**config.mk**
```make
export PLATFORM = sky130hd
export DESIGN_NAME = seq_detector
export DESIGN_NICKNAME = d
export VERILOG_FILES = /design/src/rtl/seq_det_pkg.sv /design/src/rtl/seq_detector.sv
export SDC_FILE = /design/constraint.sdc
export NUM_CORES = 1
export LEC_CHECK = 0
export CORE_MARGIN = 2
export CORE_UTILIZATION = 40
export DETAILED_ROUTE_END_ITERATION = 12
export HOLD_SLACK_MARGIN = 0.12
export PLACE_DENSITY = 0.62
export SETUP_SLACK_MARGIN = 0.5
export SLEW_MARGIN = 20
export SYNTH_ARGS = -nofsm -noshare
export SYNTH_HDL_FRONTEND = slang
export SYNTH_SLANG_ARGS = --single-unit
```
**constraint.sdc**
```tcl
create_clock -name clock -period 2.3 [get_ports clock]
set_input_delay 0.46 -clock clock [delete_from_list [all_inputs] [get_ports clock]]
set_output_delay 0.46 -clock clock [all_outputs]
set_load 0.05 [all_outputs]
```
**src/rtl/seq_det_pkg.sv**
```systemverilog
// rtl/seq_det_pkg.sv - shared state encoding for the serial pattern detector
package seq_det_pkg;

  // Detector control states; the unused code 2'b11 is steered back to IDLE.
  typedef enum logic [1:0] {
    IDLE = 2'b00,
    FILL = 2'b01,
    RUN  = 2'b10
  } state_t;

endpackage

```
**src/rtl/seq_detector.sv**
```systemverilog
// rtl/seq_detector.sv - programmable serial bit-pattern detector with saturating match counter
module seq_detector
  import seq_det_pkg::*;
#(
  parameter int               PAT_W   = 4,
  parameter int               CNT_W   = 8,
  parameter int               MEALY   = 1,
  parameter logic [PAT_W-1:0] RST_PAT = PAT_W'(4'b1011)
) (
  input  logic             clock,
  input  logic             reset_b,
  input  logic             en,
  input  logic             in_valid,
  input  logic             In,
  input  logic             overlap,
  input  logic             cfg_load,
  input  logic [PAT_W-1:0] cfg_pat,
  input  logic             clr_cnt,
  output logic             Out,
  output logic [CNT_W-1:0] match_cnt,
  output logic             cnt_sat,
  output logic             busy
);

  localparam int               FILL_W    = $clog2(PAT_W + 1);
  localparam logic [FILL_W-1:0] FILL_FULL = FILL_W'(PAT_W);
  localparam logic [FILL_W-1:0] FILL_LAST = FILL_W'(PAT_W - 1);
  localparam logic [CNT_W-1:0]  CNT_MAX   = {CNT_W{1'b1}};

  state_t              state, state_nx;
  logic [PAT_W-1:0]    hist, hist_nx, shifted;
  logic [PAT_W-1:0]    pat_q, pat_nx;
  logic [FILL_W-1:0]   fill, fill_nx;
  logic                acc, hit, out_q;

  // State, history, fill level, pattern and registered match pulse.
  always_ff @(posedge clock or negedge reset_b) begin
    if (!reset_b) begin
      state <= IDLE;
      hist  <= '0;
      fill  <= '0;
      pat_q <= RST_PAT;
      out_q <= 1'b0;
    end else begin
      state <= state_nx;
      hist  <= hist_nx;
      fill  <= fill_nx;
      pat_q <= pat_nx;
      out_q <= hit;
    end
  end

  // Next-state, history shift and match detection; a pattern load discards the bit of that cycle.
  always_comb begin
    acc      = en & in_valid & ~cfg_load;
    shifted  = {hist[PAT_W-2:0], In};
    hit      = acc && (fill >= FILL_LAST) && (shifted == pat_q);
    hist_nx  = hist;
    fill_nx  = fill;
    pat_nx   = pat_q;
    state_nx = state;

    if (cfg_load) begin
      pat_nx   = cfg_pat;
      hist_nx  = '0;
      fill_nx  = '0;
      state_nx = en ? FILL : IDLE;
    end else begin
      if (acc) begin
        hist_nx = shifted;
        if (hit && !overlap)
          fill_nx = '0;
        else if (fill < FILL_FULL)
          fill_nx = fill + FILL_W'(1);
      end

      if (!en) begin
        state_nx = IDLE;
      end else begin
        case (state)
          IDLE:    state_nx = FILL;
          FILL:    state_nx = (fill_nx == FILL_FULL) ? RUN : FILL;
          RUN:     state_nx = (hit && !overlap) ? FILL : RUN;
          default: state_nx = IDLE;
        endcase
      end
    end
  end

  // Saturating match counter; a clear request wins over a simultaneous hit.
  always_ff @(posedge clock or negedge reset_b) begin
    if (!reset_b) begin
      match_cnt <= '0;
      cnt_sat   <= 1'b0;
    end else if (clr_cnt) begin
      match_cnt <= '0;
      cnt_sat   <= 1'b0;
    end else if (hit && (match_cnt != CNT_MAX)) begin
      match_cnt <= match_cnt + CNT_W'(1);
      if (match_cnt == (CNT_MAX - CNT_W'(1)))
        cnt_sat <= 1'b1;
    end
  end

  assign Out  = (MEALY != 0) ? hit : out_q;
  assign busy = (state != IDLE);

endmodule

```
==> metrics.md <==
| Metric | Value |
|---|---|
| CTS tree | `built` |
| DP Wirelength | `1830 um` |
| Row count | `19` |
| Startpoint Class | `register` |
| CTS root buffer | `clkbuf_4` |
| Area Overhead vs Synth | `37.0%` |
| Vias/cell | `5.41` |
| Unrepaired setup endpoints after global routing | `true` |
| Largest net degree at the start of global routing | `12` |
| MaxCap Viol Count | `0` |
| TritonCTS buffer count | `3` |
| Global-route wire length before repair | `4400 um` |
| Slew Limit Fails | `0` |
| Total Neg Setup Slack | `0 ns` |
| Clock sinks | `21` |
| Final wirelength | `2530 um` |
| Final hold vios | `0` |
| Status | `completed` |
| CP Data Arrival Time | `1.59 ns` |
| CP Capture Type | `output pin` |
| Max H-tree Level | `1` |
| YS warnings | `0` |
| Max Root-Sink Buffers | `2` |
| GRT Util Overall | `17.2%` |
| CP Class | `register to output pin` |
| CP Max Fanout | `2` |
| Diodes inserted | `0` |
| Crit path time final | `2.05 ns` |
| Slew @ Worst Pin | `0.490 ns` |
| Initial antenna violation count | `0` |
| Die X | `57.0 um` |
| WL/cell | `14.4 um` |
| Register area share after synthesis | `47.2%` |
| PD cells | `438 nW/um^2` |
| Total power | `0.000673 W` |
| Post-Layout Cell Count | `175` |
| Gr ovfl total | `0` |
| GPL Wtd Cong | `0.768` |
| Req. time, crit path | `1.84 ns` |
| Placed instance count | `164` |
| Synthesized Nets | `123` |
| Syn_area_per_cell | `10.4 um^2` |
| Final instance area | `1540 um^2` |
| Share of layout cells above drive strength 1 | `34.0%` |
| Post-Place Cell Area | `1420 um^2` |
| Post-route ant nets | `0` |
| Initial DRC Count | `19` |
| DR pass1 iterations | `4` |
| Core area | `2710 um^2` |
| Tcrit/Tclk final | `89.0%` |
| # DRC | `0` |
| Vias in the first global route | `1002` |
| IO Count | `23` |
| Die Span Y | `57.0 um` |
| Synthesized flop and latch total | `21` |
| Mapped Area | `1120 um^2` |
| Main synth FF type | `dfrtp_1` |
| Async S/R FF share, synth | `100%` |
| Initial Util | `41.4%` |
| Worst-path clk slew | `0.13 ns` |
| Clk_lat worst skew | `0.30 ns` |
| Final #Nets | `160` |
| EDFF count, synth | `0` |
| Lkg Pwr | `0.663 nW` |
| Peak Freq | `0.488 GHz` |
| Synth unique cells | `37` |
| Final setup violation count | `0` |
| Synthesized netlist cell count | `108` |
| Routed vias | `947` |
| Buffers on Ports | `22` |
| Relative slew slack | `67.3%` |
| Hold Crit Class | `input pin to async pin` |
| Die footprint | `3250 um^2` |
| Clk_skew | `0.00854 ns` |
| Max rail drop VDD | `0.397 mV` |
timing repair:
item	in CTS	in global routing
setup endpoints to repair	15	12
setup buffers	6	1
pin swaps	6	8
resized for setup	28	14
hold buffers	0	0
state kept, by name, summed over array words and instances (netlist names):
register,cells
fill,3
pat_q,4
state,2
match_cnt,8
cnt_sat,1
hist,3
power breakdown:
group          internal, W   total, W  switching [W]  leakage, nW
combinational    0.0000480  0.0000957      0.0000477        0.371
clock            0.0000676   0.000183       0.000115       0.0150
sequential        0.000385   0.000394     0.00000949        0.277
layout make-up:
type	instances	area, um^2
inverter	4	15.0
sequential	21	529
multi-input combinational	79	611
fill	272	1170
clock buffer	4	26.3
tap	31	38.8
timing repair buffer	36	318
cell families (layout without fill, tap and decap cells):
group | count (synthesis) | count (layout) | share of synthesized area, %
mux | 5 | 5 | 5.02
compound gates | 20 | 20 | 10.9
flops | 21 | 21 | 47.2
fa+ha+maj | 3 | 3 | 3.34
simple gates | 43 | 43 | 23.5
xor+xnor | 8 | 8 | 6.24
buf+inv | 8 | 44 | 3.79
metal layers:
metal	part of all wire [%]	vias up	track usage [%]
li1	-	460	-
met1	49	469	23.2
met2	48	16	27.9
met3	3.0	2	2.27
met4	0.67	0	7.31
met5	0	-	0
layout by cell type (no fill, tap or decap), types with 2 or more instances in the layout:
cell / instances
a21oi_1: 7
a21oi_2: 3
and4_1: 2
buf_4: 12
buf_6: 2
clkbuf_2: 2
clkbuf_4: 3
clkdlybuf4s50_1: 7
dfrtp_1: 18
dfstp_2: 3
dlygate4sd2_1: 9
ha_1: 2
inv_1: 4
mux2_2: 5
nand2_1: 8
nand3_1: 6
nand4_1: 4
nor2_1: 6
nor3_2: 2
o21ai_0: 3
o21ai_1: 2
or3_4: 2
xnor2_1: 2
xor2_1: 4
synthesized netlist by cell type (4+ instances only):
library cell   n  area share (%)
a21oi_1       10             4.5
dfrtp_1       18              40
inv_1          4             1.3
mux2_2         5             5.0
nand2_1        8             2.7
nand3_1        6             2.7
nand4_1        4             2.2
nor2_1         6             2.0
o21ai_0        5             2.2
xor2_1         5             3.9
per-stage QoR:
step	hold slack, ns	util, %	worst slack, ns
final	0.467	56.7	0.252
after global routing	0.495	56.7	0.178
after detailed placement	0.503	52.3	0.125
after CTS	0.479	55.2	0.245
after floorplan	0.164	-	0.530
after global placement	0.496	52.3	0.135
worst max-delay path, stage by stage, from the launching register on:
cell	delay, ns
dfrtp_1	0.39
ha_2	0.20
a211oi_2	0.05
nor4_4	0.30
and2_4	0.21
buf_12	0.13
final timing paths:
check | start | endpoint | slack, ns | cells after the start
hold / removal | reset_b | hist[0] | 0.47 | 1
hold reg to reg | cnt_sat | cnt_sat | 0.52 | 1
setup reg to reg | fill[0] | match_cnt[3] | 0.55 | 7
min in group clock | cnt_sat | cnt_sat | 0.52 | 1
max in group asynchronous | reset_b | match_cnt[1] | 1.29 | 2
setup / recovery | fill[0] | Out | 0.25 | 5
No activity file was read; power rests on OpenSTA's default activity.
